## src/rtl/uart_frame_pkg.sv

```systemverilog
`default_nettype none
// +------------------------------------------------------------------------+
// | Package  : uart_frame_pkg                                              |
// | Purpose  : Shared ASCII constants, state/slot encodings and the BCD    |
// |            digit-to-ASCII helper for the UART frame sequencer.         |
// | Revision : 1.0  initial parametrised release                           |
// +------------------------------------------------------------------------+
package uart_frame_pkg;

  localparam logic [7:0] c_ascii_zero  = 8'h30;
  localparam logic [7:0] c_ascii_colon = 8'h3A;
  localparam logic [7:0] c_ascii_dot   = 8'h2E;
  localparam logic [7:0] c_ascii_qmark = 8'h3F;
  localparam logic [7:0] c_ascii_cr    = 8'h0D;
  localparam logic [7:0] c_ascii_lf    = 8'h0A;

  typedef enum logic [0:0] {
    IDLE = 1'b0,
    SEND = 1'b1
  } state_t;

  // Byte slots of one channel record plus the frame trailer.
  typedef enum logic [3:0] {
    SLOT_TENS  = 4'd0,
    SLOT_ONES  = 4'd1,
    SLOT_COLON = 4'd2,
    SLOT_D3    = 4'd3,
    SLOT_DOT   = 4'd4,
    SLOT_D2    = 4'd5,
    SLOT_D1    = 4'd6,
    SLOT_D0    = 4'd7,
    SLOT_SEP   = 4'd8,
    SLOT_CR    = 4'd9,
    SLOT_LF    = 4'd10
  } slot_t;

  // Non-decimal nibbles are reported as '?' rather than as garbage characters.
  function automatic logic [7:0] bcd_to_ascii(input logic [3:0] digit);
    if (digit > 4'd9) return c_ascii_qmark;
    return c_ascii_zero + {4'h0, digit};
  endfunction

endpackage
`default_nettype wire

```

## src/rtl/uart_frame_sequencer_tick_gen.sv

```systemverilog
`default_nettype none
// +------------------------------------------------------------------------+
// | Module   : frame_tick_gen                                              |
// | Purpose  : Free-running frame period counter, 0..PERIOD_CLKS-1.        |
// | Ports    : clk    - system clock                                       |
// |            rst    - asynchronous active-low reset                      |
// |            o_tick - one-cycle pulse, high in the cycle after the wrap  |
// | Revision : 1.0  initial parametrised release                           |
// +------------------------------------------------------------------------+
module frame_tick_gen
  import uart_frame_pkg::*;
#(
  parameter int PERIOD_CLKS = 65_000_000
) (
  input  logic clk,
  input  logic rst,
  output logic o_tick
);

  localparam int CNT_W = $clog2(PERIOD_CLKS);
  localparam logic [CNT_W-1:0] c_last = CNT_W'(PERIOD_CLKS - 1);

  logic [CNT_W-1:0] r_count;
  logic             r_tick;

  // The tick is registered so the sequencer samples it one edge after the
  // wrap, which is what gives the snapshot its one-cycle offset.
  always_ff @(posedge clk or negedge rst) begin
    if (!rst) begin
      r_count <= '0;
      r_tick  <= 1'b0;
    end else begin
      r_tick  <= (r_count == c_last);
      r_count <= (r_count == c_last) ? '0 : r_count + 1'b1;
    end
  end

  assign o_tick = r_tick;

endmodule
`default_nettype wire

```

## src/rtl/uart_frame_sequencer.sv

```systemverilog
`default_nettype none
// +------------------------------------------------------------------------+
// | Module   : uart_frame_sequencer                                        |
// | Purpose  : Periodically snapshots NCH 4-digit BCD readings and writes  |
// |            them byte by byte as one ASCII frame into the UART TX FIFO: |
// |            "TO:D.DDD" per enabled channel, SEP between, CR LF at end.  |
// | Ports    : clk        - 65 MHz system clock                            |
// |            rst        - asynchronous active-low reset                  |
// |            enable     - allow new frames to start                      |
// |            ch_mask    - per-channel include bits                       |
// |            bcd_in     - channel i at [16i+15:16i], digit3 MS nibble    |
// |            tx_full    - FIFO full, stalls the byte stream              |
// |            wr_uart    - byte write strobe                              |
// |            w_data     - registered current byte                        |
// |            busy       - frame in progress                              |
// |            frame_done - one-cycle pulse after LF is accepted           |
// | Revision : 1.0  initial parametrised release                           |
// +------------------------------------------------------------------------+
module uart_frame_sequencer
  import uart_frame_pkg::*;
#(
  parameter int         NCH         = 13,
  parameter int         PERIOD_CLKS = 65_000_000,
  parameter int         DP_POS      = 3,
  parameter logic [7:0] SEP         = 8'h3B
) (
  input  logic              clk,
  input  logic              rst,
  input  logic              enable,
  input  logic [NCH-1:0]    ch_mask,
  input  logic [16*NCH-1:0] bcd_in,
  input  logic              tx_full,
  output logic              wr_uart,
  output logic [7:0]        w_data,
  output logic              busy,
  output logic              frame_done
);

  localparam int CH_W = (NCH > 1) ? $clog2(NCH) : 1;

  state_t               r_state;
  slot_t                r_slot;
  logic [CH_W-1:0]      r_ch;
  logic [3:0]           r_tens;
  logic [3:0]           r_ones;
  logic [NCH-1:0][15:0] r_snap_bcd;
  logic [NCH-1:0]       r_snap_mask;
  logic [7:0]           r_data;
  logic                 r_busy;
  logic                 r_done;

  logic                 w_tick;
  logic                 w_nxt_found;
  logic [CH_W-1:0]      w_nxt_ch;
  logic [3:0]           w_nxt_tens;
  logic [3:0]           w_nxt_ones;
  slot_t                w_next_slot;
  logic [7:0]           w_next_byte;
  logic [15:0]          w_digits;

  frame_tick_gen #(
    .PERIOD_CLKS(PERIOD_CLKS)
  ) u_tick_gen (
    .clk   (clk),
    .rst   (rst),
    .o_tick(w_tick)
  );

  // Next enabled channel search. In IDLE it scans the live mask from channel
  // 0 (the snapshot is being taken on the same edge); in SEND it scans the
  // snapshot mask above the current channel. The decimal tens/ones pair is
  // carried along the scan as a BCD counter, so no divider is needed.
  always_comb begin : search
    logic [NCH-1:0] v_mask;
    int             v_first;
    logic [3:0]     v_tens;
    logic [3:0]     v_ones;
    v_mask      = (r_state == IDLE) ? ch_mask : r_snap_mask;
    v_first     = (r_state == IDLE) ? 0 : int'(r_ch) + 1;
    v_tens      = 4'd0;
    v_ones      = 4'd0;
    w_nxt_found = 1'b0;
    w_nxt_ch    = '0;
    w_nxt_tens  = 4'd0;
    w_nxt_ones  = 4'd0;
    for (int j = 0; j < NCH; j++) begin
      if (!w_nxt_found && v_mask[j] && (j >= v_first)) begin
        w_nxt_found = 1'b1;
        w_nxt_ch    = CH_W'(j);
        w_nxt_tens  = v_tens;
        w_nxt_ones  = v_ones;
      end
      if (v_ones == 4'd9) begin
        v_ones = 4'd0;
        v_tens = v_tens + 4'd1;
      end else begin
        v_ones = v_ones + 4'd1;
      end
    end
  end

  assign w_digits = r_snap_bcd[r_ch];

  // Slot sequencing; the single DOT slot is placed according to DP_POS.
  always_comb begin
    w_next_slot = r_slot;
    case (r_slot)
      SLOT_TENS:  w_next_slot = SLOT_ONES;
      SLOT_ONES:  w_next_slot = SLOT_COLON;
      SLOT_COLON: w_next_slot = SLOT_D3;
      SLOT_D3:    w_next_slot = (DP_POS == 3) ? SLOT_DOT : SLOT_D2;
      SLOT_DOT:   w_next_slot = (DP_POS == 3) ? SLOT_D2 :
                                (DP_POS == 2) ? SLOT_D1 : SLOT_D0;
      SLOT_D2:    w_next_slot = (DP_POS == 2) ? SLOT_DOT : SLOT_D1;
      SLOT_D1:    w_next_slot = (DP_POS == 1) ? SLOT_DOT : SLOT_D0;
      SLOT_D0:    w_next_slot = w_nxt_found ? SLOT_SEP : SLOT_CR;
      SLOT_SEP:   w_next_slot = SLOT_TENS;
      SLOT_CR:    w_next_slot = SLOT_LF;
      default:    w_next_slot = SLOT_LF;
    endcase
  end

  // Byte for the slot about to become current. TENS only follows SEP, where
  // the search result already names the upcoming channel.
  always_comb begin
    w_next_byte = 8'h00;
    case (w_next_slot)
      SLOT_TENS:  w_next_byte = c_ascii_zero + {4'h0, w_nxt_tens};
      SLOT_ONES:  w_next_byte = c_ascii_zero + {4'h0, r_ones};
      SLOT_COLON: w_next_byte = c_ascii_colon;
      SLOT_D3:    w_next_byte = bcd_to_ascii(w_digits[15:12]);
      SLOT_DOT:   w_next_byte = c_ascii_dot;
      SLOT_D2:    w_next_byte = bcd_to_ascii(w_digits[11:8]);
      SLOT_D1:    w_next_byte = bcd_to_ascii(w_digits[7:4]);
      SLOT_D0:    w_next_byte = bcd_to_ascii(w_digits[3:0]);
      SLOT_SEP:   w_next_byte = SEP;
      SLOT_CR:    w_next_byte = c_ascii_cr;
      SLOT_LF:    w_next_byte = c_ascii_lf;
      default:    w_next_byte = 8'h00;
    endcase
  end

  always_ff @(posedge clk or negedge rst) begin
    if (!rst) begin
      r_state     <= IDLE;
      r_slot      <= SLOT_TENS;
      r_ch        <= '0;
      r_tens      <= 4'd0;
      r_ones      <= 4'd0;
      r_snap_bcd  <= '0;
      r_snap_mask <= '0;
      r_data      <= 8'h00;
      r_busy      <= 1'b0;
      r_done      <= 1'b0;
    end else begin
      r_done <= 1'b0;
      case (r_state)
        IDLE: begin
          if (w_tick && enable) begin
            r_snap_bcd  <= bcd_in;
            r_snap_mask <= ch_mask;
            r_state     <= SEND;
            r_busy      <= 1'b1;
            r_ch        <= w_nxt_ch;
            r_tens      <= w_nxt_tens;
            r_ones      <= w_nxt_ones;
            r_slot      <= w_nxt_found ? SLOT_TENS : SLOT_CR;
            r_data      <= w_nxt_found ? (c_ascii_zero + {4'h0, w_nxt_tens})
                                       : c_ascii_cr;
          end
        end
        SEND: begin
          // Everything advances only on an accepted byte; a full FIFO
          // simply freezes slot, channel and w_data.
          if (wr_uart) begin
            if (r_slot == SLOT_LF) begin
              r_state <= IDLE;
              r_busy  <= 1'b0;
              r_done  <= 1'b1;
            end else begin
              r_slot <= w_next_slot;
              r_data <= w_next_byte;
              if (r_slot == SLOT_SEP) begin
                r_ch   <= w_nxt_ch;
                r_tens <= w_nxt_tens;
                r_ones <= w_nxt_ones;
              end
            end
          end
        end
        default: r_state <= IDLE;
      endcase
    end
  end

  // Combinational strobe so a full FIFO blocks the write in the same cycle.
  assign wr_uart    = (r_state == SEND) && !tx_full;
  assign w_data     = r_data;
  assign busy       = r_busy;
  assign frame_done = r_done;

endmodule
`default_nettype wire

```

## config.mk

```make
export PLATFORM = sky130hd
export DESIGN_NAME = uart_frame_sequencer
export DESIGN_NICKNAME = d
export VERILOG_FILES = /design/src/rtl/uart_frame_pkg.sv /design/src/rtl/uart_frame_sequencer_tick_gen.sv /design/src/rtl/uart_frame_sequencer.sv
export SDC_FILE = /design/constraint.sdc
export NUM_CORES = 1
export LEC_CHECK = 0
export ABC_AREA = 1
export CORE_UTILIZATION = 40
export CTS_BUF_LIST = sky130_fd_sc_hd__clkbuf_4 sky130_fd_sc_hd__clkbuf_8
export DETAILED_ROUTE_END_ITERATION = 8
export GPL_TIMING_DRIVEN = 0
export HOLD_SLACK_MARGIN = 0.06
export PLACE_DENSITY = 0.69
export SLEW_MARGIN = 40
export SYNTH_ARGS = -nofsm -noshare
export SYNTH_HDL_FRONTEND = slang
export SYNTH_SLANG_ARGS = --single-unit
export TNS_END_PERCENT = 10
```

## constraint.sdc

```tcl
create_clock -name clk -period 3.45 [get_ports clk]
set_input_delay 0.69 -clock clk [delete_from_list [all_inputs] [get_ports clk]]
set_output_delay 0.69 -clock clk [all_outputs]
set_load 0.02 [all_outputs]
```

Yosys cells after proc, flatten, opt, wreduce, memory -nomap -nowiden --
Cells that the tools add are included.
Cells by class: multipliers 0, div/mod/pow operators 0, order comparisons 18, reduce and logical (&&, ||, !) cells 46, add/subtract/negate cells 8, bitwise operators 1, equal/unequal tests 25, shift-type cells 0, muxes and demuxes 86
Operators by type and width (number):
- 2-to-1 mux 4 bit | 25
- 2-to-1 mux 8 bit | 11
- case mux 8 bit (11 select lines) | 1
- binary-select mux 16 bit (select 4 bit) | 1
- adder 6 x 4 -> 7 bit, first input constant | 6
- case mux 4 bit (9 select lines) | 1
- 2-to-1 mux 1 bit | 33
- == test 4 x 3 -> 1 bit, second input constant | 8
- logical AND 1 bit | 27
- adder 26 x 1 -> 26 bit, second input constant | 1
- == test 26 bit, second input constant | 1
- 2-to-1 mux 26 bit | 1
- >= comparator 4 x 5 -> 1 bit, first input constant | 5
- case mux 4 bit (2 select lines) | 3
- == test 4 bit, second input constant | 5
- >= comparator 3 x 5 -> 1 bit, first input constant | 4
- == test 4 x 2 -> 1 bit, second input constant | 4
- > comparator 4 bit, second input constant | 4
- 2-to-1 mux 16 bit | 1
- case mux 8 bit (2 select lines) | 1
- zero test 1 bit | 13
- 2-to-1 mux 13 bit | 1
- >= comparator 1 x 5 -> 1 bit, first input constant | 2
- >= comparator 2 x 5 -> 1 bit, first input constant | 2
- other kinds (15) | 23
Storage, ports and cells: latch bits 0, memory bits (writable) 0, input port bits 225, memories 0, register bits 271, output and inout bits 11, ROM bits 0, word-level logic and storage cells 207

Depth between registers and ports, before layout --
Gate-level depths: netlist of run 1.
depth after elaboration 62, depth in mapped cells 20

Cells and area by module --
A second synthesis of run 1 with hierarchy kept.
Unflattened totals: cell total of the unflattened synthesis 1806, area total of the unflattened synthesis 13371.6 µm²
Modules (own cells, without submodules):
- uart_frame_sequencer | sequential area each 6030.8 µm², instances 1, cells each 1591, area each 11837.6 µm²
- frame_tick_gen | sequential area each 675.6 µm², instances 1, cells each 215, area each 1534.0 µm²

Worst setup path after synthesis of run 1 --
No wires, ideal clock.
kind register -> register, start reg r_ch[0], end reg r_data[1] (netlist: w_data[1]), library setup time 117 ps, stages on the path, launching flop included 18, setup slack 1314 ps, period minus slack after synthesis 2136 ps, data arrival time 2019 ps, required time 3333 ps, cell sequence dfrtp_1 > ha_1 > nand2_4 > nand2_1 > nor2_4 > nor2_4 > nand3_2 > nand2_1 > nor2_4 > nand4_4 > nor2_4 > nand4_2 > nor2_4 > nand3_2 > nand3_1 > nand4_1 > nand2_1 > nand2_1
Between the ends: longest elaborated chain between the ends 60, elaborated cells on any way between the ends 110, classes of those cells add/sub: 6; order compare: 17; eq/ne: 10; mux: 39; reduce/logical: 38
Ends and longest elaborated chain:
- from (decl) | line uart_frame_sequencer.sv:43 | logic [CH_W-1:0] r_ch;
- from (signal assigned) | line uart_frame_sequencer.sv:164 | r_ch <= w_nxt_ch;
- from (signal assigned) | line uart_frame_sequencer.sv:184 | r_ch <= w_nxt_ch;
- adder 4 x 1 -> 5 bit | line uart_frame_sequencer.sv:79 | v_first = (r_state == IDLE) ? 0 : int'(r_ch) + 1;
- 2-to-1 mux 5 bit | line uart_frame_sequencer.sv:79
- >= comparator 1 x 5 -> 1 bit | line uart_frame_sequencer.sv:87 | if (!w_nxt_found && v_mask[j] && (j >= v_first)) begin
- logical AND 1 bit | line uart_frame_sequencer.sv:87
- 2-to-1 mux 1 bit | line uart_frame_sequencer.sv:87
- zero test 1 bit | line uart_frame_sequencer.sv:87
- logical AND 1 bit (2 in a row) | line uart_frame_sequencer.sv:87
- 2-to-1 mux 1 bit | line uart_frame_sequencer.sv:87
- [43 not listed]
- 2-to-1 mux 1 bit | line uart_frame_sequencer.sv:87
- 2-to-1 mux 1 bit | line uart_frame_sequencer.sv:116 | SLOT_D0: w_next_slot = w_nxt_found ? SLOT_SEP : SLOT_CR;
- case mux 4 bit (9 select lines) | line uart_frame_sequencer.sv:107 | case (r_slot)
- == test 4 bit (tied with other cells) | line uart_frame_sequencer.sv:127 | case (w_next_slot)
- case mux 8 bit (11 select lines) | line uart_frame_sequencer.sv:127
- 2-to-1 mux 8 bit | line uart_frame_sequencer.sv:176 | if (r_slot == SLOT_LF) begin
- 2-to-1 mux 8 bit | line uart_frame_sequencer.sv:175 | if (wr_uart) begin
- case mux 8 bit (2 select lines) (*) | line uart_frame_sequencer.sv:157 | case (r_state)
- to (signal assigned) | line uart_frame_sequencer.sv:168 | r_data <= w_nxt_found ? (c_ascii_zero + {4'h0, w_nxt_tens})
- to (signal assigned) | line uart_frame_sequencer.sv:182 | r_data <= w_next_byte;
- to (decl) | line uart_frame_sequencer.sv:48 | logic [7:0] r_data;
Mark *: on every way between the ends. The rest lies on a longest branch, timed or not. The select of a mux whose other input is x is not followed. A chain may end at the register's enable or synchronous reset.

Worst setup path in the final report of run 1 --
start reg r_ch[0], end reg r_data[0] (netlist: w_data[0])
The elaborated chain is that of the path after synthesis.

==> impl_metrics.toml, run 1 <==
[synthesis]
yosysTopAreaCell = "dfrtp_1"
synth.area.top_cells = "dfrtp_1, nand2_1, o21ai_0"
avgSynthCellArea_um2 = 7.525
netlist_instances = 1758
ys_ff_latch = 268
yosysUniqueCellTypes = 52
yosysTopAreaCellShare = 0.5070
yosysMostFrequentCell = "nand2_1"
synthTopCellsByCount = "nand2_1, dfrtp_1, o21ai_0"
synth_flop_cell = "dfrtp_1"
ys_async_sr_fraction = 1.000
yosysWarnings = 0
synth_edf_count = 0
netlist_area_um2 = 13230
yosysSeqAreaShare = 0.5070

[worst_setup_path]
crit_family = "buffers and inverters"
crit_top_cell = "nand2_1"
required_ns = 3.94
path_max_fanout = 10
max_stage_delay_ns = 0.70
worstPathCellList = "buf_4 > buf_2 > clkbuf_1 > o21ai_0 > o22ai_1 > nand2_1 > a32oi_1 > o21ai_0 > nand2_1 > nor2_1 > nand4_1 > nand2_1 > nand2_1"
crit_path_top_delay_cell = "clkbuf_1"
crit_buf_inv = 3
r2r_slack_ns = 0.33
critPathArrivalTime_ns = 3.61
end_kind = "register"
path_class = "reg2reg"
start_kind = "register"

[route]
ant_nets = 0
drt-vias-per-instance = 5.246
drtPass1Iterations = 8
drc = 0
routed_wl_um = 46720
num_vias = 13210
post_drt_wl_per_cell_um = 18.55
drt_iter0_markers = 1326

[sta]
max-slew-margin-rel = 0.4085
finalSetupTns_ns = 0
timing.final.crit_share = 0.9052
tightest_slew_ns = 0.8873
maxSlewViolCount = 0
rsz0062_at_grt = "no"
timing.hold.ws_ns = 0.05805
final.setup_skew_ns = 0.01282
max_freq_mhz = 320.2
finalSetupViolCount = 0
finalHoldViolCount = 0
fin_crit_ns = 3.123

[die]
boundaryPins = 236
die_y_um = 183.9
die_area_um2 = 33800
start_util = 0.4066
rows = 66
core_um2 = 32540
die_w_um = 183.9

[global_routing]
grt_pass1_vias = 12930
grt_usage = 0.2796
antenna_found_initial = 0
grt_max_degree = 75
grt_pass1_wl_um = 71950
grt_overflow = 0

[clock_network]
clock_path_buffers = 3
postCtsSetupBuffers = 0
cts_buffers = 45
holdBufCountCts = 0
htree_levels = 2
clk_latency_ns = 0.56
cts_sinks = 268
cts_resized = 0
cts_tree = "done"
clkTransAtPathRegs_ns = 0.06
cts-root-buf = "clkbuf_8"

[cells_and_area]
syn_to_final_growth_pct = 30.68
drive_above_1_share = 0.07511
n_antenna_cell = 0
nets = 2269

[placement]
place_congestion = 0.9342
numPortBuffers = 233
hpwl_um = 34430

[power_and_ir_drop]
peakVddDrop_v = 0.0002237
p_leak_nw = 8.659
p_per_area_nw_per_um2 = 416.5

[outcome]
run_status = "finished, final reports clean"

[min_path]
hp-class = "in2async"

[run]
drv_cap = 0
==> layer usage <==
layer	vias to the layer above	global-route usage	part of all wire	wire length [um]
met2	711	0.4332	0.44	20410
met4	0	0.1093	0.038	1764
met1	6226	0.3848	0.43	19910
li1	6152	-	-	-
met3	125	0.05507	0.099	4636
met5	-	0	0	0
==> path summary, 6_finish.rpt <==
| check | from | endpoint | cells past startpoint |
|---|---|---|---|
| max | r_ch[0]$_DFFE_PN0P_ | w_data[0]$_DFFE_PN0P_ | 13 |
| min | rst | r_snap_bcd[37]$_DFFE_PN0P_ | 1 |
| max reg2reg | r_ch[0]$_DFFE_PN0P_ | w_data[0]$_DFFE_PN0P_ | 13 |
| min reg2reg | r_snap_bcd[145]$_DFFE_PN0P_ | r_snap_bcd[145]$_DFFE_PN0P_ | 2 |
| max in group asynchronous | rst | r_snap_bcd[132]$_DFFE_PN0P_ | 3 |
| min in group clk | r_snap_bcd[145]$_DFFE_PN0P_ | r_snap_bcd[145]$_DFFE_PN0P_ | 2 |
==> where the power goes <==
group          internal [mW]  switching, mW  total, mW
clock network           1.99           1.35       3.33
logic                  0.332          0.377      0.709
registers               3.15        0.00487       3.16
total                   5.47           1.73       7.20
==> cells by family (layout without fill, tap and decap cells) <==
kind of cell,Yosys count,after routing,synth area share
xor+xnor,6,6,0.003972
flops,268,268,0.5070
simple gates,985,985,0.3002
buf+inv,206,524,0.06413
fa+ha+maj,2,2,0.001891
compound gates,290,290,0.1226
other cells,1,2,0.0002835
==> registers in the layout (all words and copies together), names as in the netlist <==
name and cells:
r_ch 4, w_data 6, u_tick_gen.r_count 26, r_snap_bcd 208
u_tick_gen.o_tick 1, r_state 1, frame_done 1, busy 1
r_slot 4, r_snap_mask 13, r_ones 3
==> area by class of cell <==
cell class,instances,area (um^2)
well taps,442,553.0
flip-flops and latches,268,6706
fillers,3065,15250
plain buffers,96,436.7
repair buffers,236,2420
multi-input cells,1285,5678
clock buffers,74,962.2
inverters,110,412.9
clock inverters,8,118.9
==> cells in the final DEF, fill, tap and decap left out, types with 15 or more instances in the layout <==
cell | synthesis | layout
clkdlybuf4s50_1 | 0 | 232
buf_2 | 18 | 18
clkbuf_8 | 0 | 65
nor2_1 | 140 | 140
inv_1 | 101 | 101
dfrtp_1 | 268 | 268
clkbuf_1 | 63 | 62
nand4_1 | 15 | 15
nand3_1 | 28 | 28
a21oi_1 | 46 | 46
o21ai_0 | 168 | 168
nand2_1 | 755 | 755
==> per-stage QoR <==
| stage | instance area (um^2) | util | setup slack [ns] | std cells | power, mW |
|---|---|---|---|---|---|
| finish | 17290 | 0.5313 | 0.3270 | 2519 | 7.200 |
| global route | 17290 | 0.5313 | 0.2138 | 2519 | 7.414 |
| CTS | 17290 | 0.5313 | 0.4422 | 2519 | 7.219 |
| detailed placement | 16210 | 0.4981 | 0.1229 | 2437 | 3.911 |
| global placement | 16120 | 0.4954 | -9.875 | 2434 | 3.900 |
| floorplan | 13230 | - | 1.314 | 1759 | 3.433 |
No activity file was read; power rests on OpenSTA's default activity.
==> run 2: changes to the inputs <==
--- a/config.mk
+++ b/config.mk
@@ -6,14 +6,16 @@
 export NUM_CORES = 1
 export LEC_CHECK = 0
 export ABC_AREA = 1
-export CORE_UTILIZATION = 40
+export CORE_MARGIN = 3
+export CORE_UTILIZATION = 59
 export CTS_BUF_LIST = sky130_fd_sc_hd__clkbuf_4 sky130_fd_sc_hd__clkbuf_8
 export DETAILED_ROUTE_END_ITERATION = 8
 export GPL_TIMING_DRIVEN = 0
 export HOLD_SLACK_MARGIN = 0.06
-export PLACE_DENSITY = 0.69
+export PLACE_DENSITY = 0.94
 export SLEW_MARGIN = 40
 export SYNTH_ARGS = -nofsm -noshare
 export SYNTH_HDL_FRONTEND = slang
+export SYNTH_HIERARCHICAL = 1
 export SYNTH_SLANG_ARGS = --single-unit
 export TNS_END_PERCENT = 10
==> impl_metrics.toml, run 2 <==
[global_routing]
grt_overflow = 0
grt_usage = 0.3888
antenna_found_initial = 1
grt_pass1_vias = 14140
grt_pass1_wl_um = 73820
grt_max_degree = 79

[cells_and_area]
mostFrequentLayoutCell = "nand2_1"
finish.instance_area_um2 = 17090
n_antenna_cell = 0
final_cell_mix = "nand2_1, dfrtp_1, clkdlybuf4s50_1"
instances_no_fill = 2399
reg_top3 = "r_snap_bcd: 208 flops, u_tick_gen/r_count: 26 flops, r_snap_mask: 13 flops"
regMostFlops = "r_snap_bcd"
multi_input_area_um2 = 5894
layout.area.seq_um2 = 6706
final_util = 0.7758
fillers = 1568
nets = 2317
syn_to_final_growth_pct = 27.79
drive_above_1_share = 0.06465
largest_reg_flops = 208

[die]
core_um2 = 22030
boundaryPins = 236
start_util = 0.6071
die_area_um2 = 24510
die_w_um = 156.5
rows = 54
die_y_um = 156.5

[sta]
timing.final.crit_share = 0.9359
final.setup_skew_ns = 0.04595
finalSetupViolCount = 0
fin_ws_ns = 0.2211
maxSlewViolCount = 0
max_freq_mhz = 309.7
max-slew-margin-rel = 0.4212
rsz0062_at_grt = "no"
finalHoldViolCount = 0
fin_crit_ns = 3.229
tightest_slew_ns = 0.8683

[outcome]
run_status = "finished, final reports clean"

[synthesis]
synth_edf_count = 0
yosysWarnings = 6
yosysTopAreaCell = "dfrtp_1"
ys_async_sr_fraction = 1.000
synthTopCellsByCount = "nand2_1, dfrtp_1, nor2_1"
avgSynthCellArea_um2 = 7.404
netlist_instances = 1806
yosysTopAreaCellShare = 0.5015
netlist_area_um2 = 13370
ys_ff_latch = 268
yosysMostFrequentCell = "nand2_1"
synth_flop_cell = "dfrtp_1"
yosysSeqAreaShare = 0.5015
synth.area.top_cells = "dfrtp_1, nand2_1, nor2_1"
yosysUniqueCellTypes = 49

[placement]
dpl_cell_area_um2 = 16150
place_congestion = 1.001
hpwl_um = 35040
pre_cts_ws_ns = 0.1656
dpl.cell_count = 2323
numPortBuffers = 233

[clock_network]
clkTransAtPathRegs_ns = 0.06
clk_latency_ns = 0.58
clock_path_buffers = 3
cts_tree = "done"
holdBufCountCts = 0
cts_resized = 0
cts_sinks = 268
htree_levels = 2
cts-root-buf = "clkbuf_8"
postCtsSetupBuffers = 0
cts_buffers = 44

[worst_setup_path]
crit_buf_inv = 2
required_ns = 3.92
r2r-end = "w_data[2]$_DFFE_PN0P_"
end_kind = "register"
path_max_fanout = 10
reg2regPathDepth = 14
path_class = "reg2reg"
cp-endpoint = "w_data[2]$_DFFE_PN0P_"
max_stage_delay_ns = 0.59
worstPathCellList = "buf_2 > clkbuf_1 > o21ai_0 > o22ai_1 > nand2_1 > o2111ai_1 > o21ai_0 > nand2_1 > nand2_1 > a21oi_1 > a21oi_1 > nand3_1 > nand2_1 > a21oi_1"
crit_top_cell = "nand2_1"
crit_family = "compound AO/OA/AOI/OAI gates"
r2r-start = "r_ch[0]$_DFFE_PN0P_"
r2r_slack_ns = 0.22
start_kind = "register"
crit_start = "r_ch[0]$_DFFE_PN0P_"
crit_path_top_delay_cell = "clkbuf_1"
critPathArrivalTime_ns = 3.69
path_depth = 14

[route]
drc = 0
drt-vias-per-instance = 5.846
routed_wl_um = 47730
drtPass1Iterations = 6
post_drt_wl_per_cell_um = 19.90
ant_nets = 0
num_vias = 14030
drt_iter0_markers = 1842

[power_and_ir_drop]
p_leak_nw = 8.741
report.power.total_mw = 6.508
p_per_area_nw_per_um2 = 380.9
peakVddDrop_v = 0.0003057

[min_path]
hp-class = "in2async"

[run]
drv_cap = 0
-- run 2: cell types whose count changed in the layout (fill, tap and decap cells not counted), sizes merged, moves of 7 or more --
cell	change
nor3	-10
inv	-14
o21ai	-19
a21oi	-9
o211ai	-8
nand3	+7
buf	-7
nand4	-9
nand2	+28
nor2	+65
o22ai	+9
-- run 2: how the worst min path moves through the flow --
stage                     slack, ns                  startpoint                           to  cells after the start
after floorplan                0.39                         rst             busy$_DFFE_PN0P_                      0
after global placement         0.46  r_snap_bcd[80]$_DFFE_PN0P_   r_snap_bcd[80]$_DFFE_PN0P_                      2
after detailed placement       0.46  r_snap_bcd[44]$_DFFE_PN0P_   r_snap_bcd[44]$_DFFE_PN0P_                      2
after CTS                      0.08                         rst  r_snap_bcd[107]$_DFFE_PN0P_                      1
after global routing           0.10                         rst   r_snap_bcd[76]$_DFFE_PN0P_                      1
final                          0.07                         rst   r_snap_bcd[76]$_DFFE_PN0P_                      1
-- run 2: cells by family (layout without fill, tap and decap cells) --
| kind of cell | count (synthesis) | after routing | share of synthesized area |
|---|---|---|---|
| buffers and inverters | 192 | 504 | 0.05792 |
| adder cells (fa/ha/maj) | 3 | 3 | 0.002807 |
| other | 1 | 2 | 0.0002804 |
| AND/OR/NAND/NOR | 1062 | 1062 | 0.3153 |
| AO/OA/AOI/OAI | 267 | 267 | 0.1135 |
| multiplexers | 1 | 1 | 0.0007486 |
| XOR/XNOR | 12 | 12 | 0.007860 |
| flip-flops | 268 | 268 | 0.5015 |
-- run 2: through the flow --
| step | setup TNS [ns] | hold WS [ns] |
|---|---|---|
| 2_1_floorplan | 0 | 0.3944 |
| 3_3_place_gp | -2544.61 | 0.4567 |
| 3_5_place_dp | 0 | 0.4605 |
| 4_1_cts | 0 | 0.08044 |
| 5_1_grt | 0 | 0.1036 |
| 6_report | 0 | 0.06527 |
-- run 2: report_power, final --
part,switching (mW),internal (mW),total [mW]
Clock,1.31,1.67,2.98
Sequential,0,3.14,3.14
Combinational,0.143,0.241,0.384
Total,1.45,5.06,6.51
-- run 2: worst reg2reg max path, stage by stage, from the launching register on --
cell	delay, ns
dfrtp_1	0.52
buf_2	0.28
clkbuf_1	0.59
o21ai_0	0.22
o22ai_1	0.27
nand2_1	0.20
o2111ai_1	0.15
o21ai_0	0.19
nand2_1	0.11
nand2_1	0.08
a21oi_1	0.17
a21oi_1	0.06
nand3_1	0.09
nand2_1	0.08
a21oi_1	0.14
-- run 2: final cells by class --
cell class	instances	share of cell area
clock buffers	70	0.05089
repair buffers	236	0.1416
plain buffers	95	0.02416
well taps	280	0.02050
multi-input cells	1347	0.3450
clock inverters	6	0.004100
flip-flops and latches	268	0.3925
inverters	97	0.02131
-- run 2: routing by layer --
metal / vias to the layer above / GRT usage / wire, um
li1: 6297 / - / -
met2: 987 / 0.6081 / 21420
met1: 6512 / 0.5043 / 17820
met3: 227 / 0.1004 / 5799
met5: - / 0 / 15
met4: 2 / 0.1992 / 2672
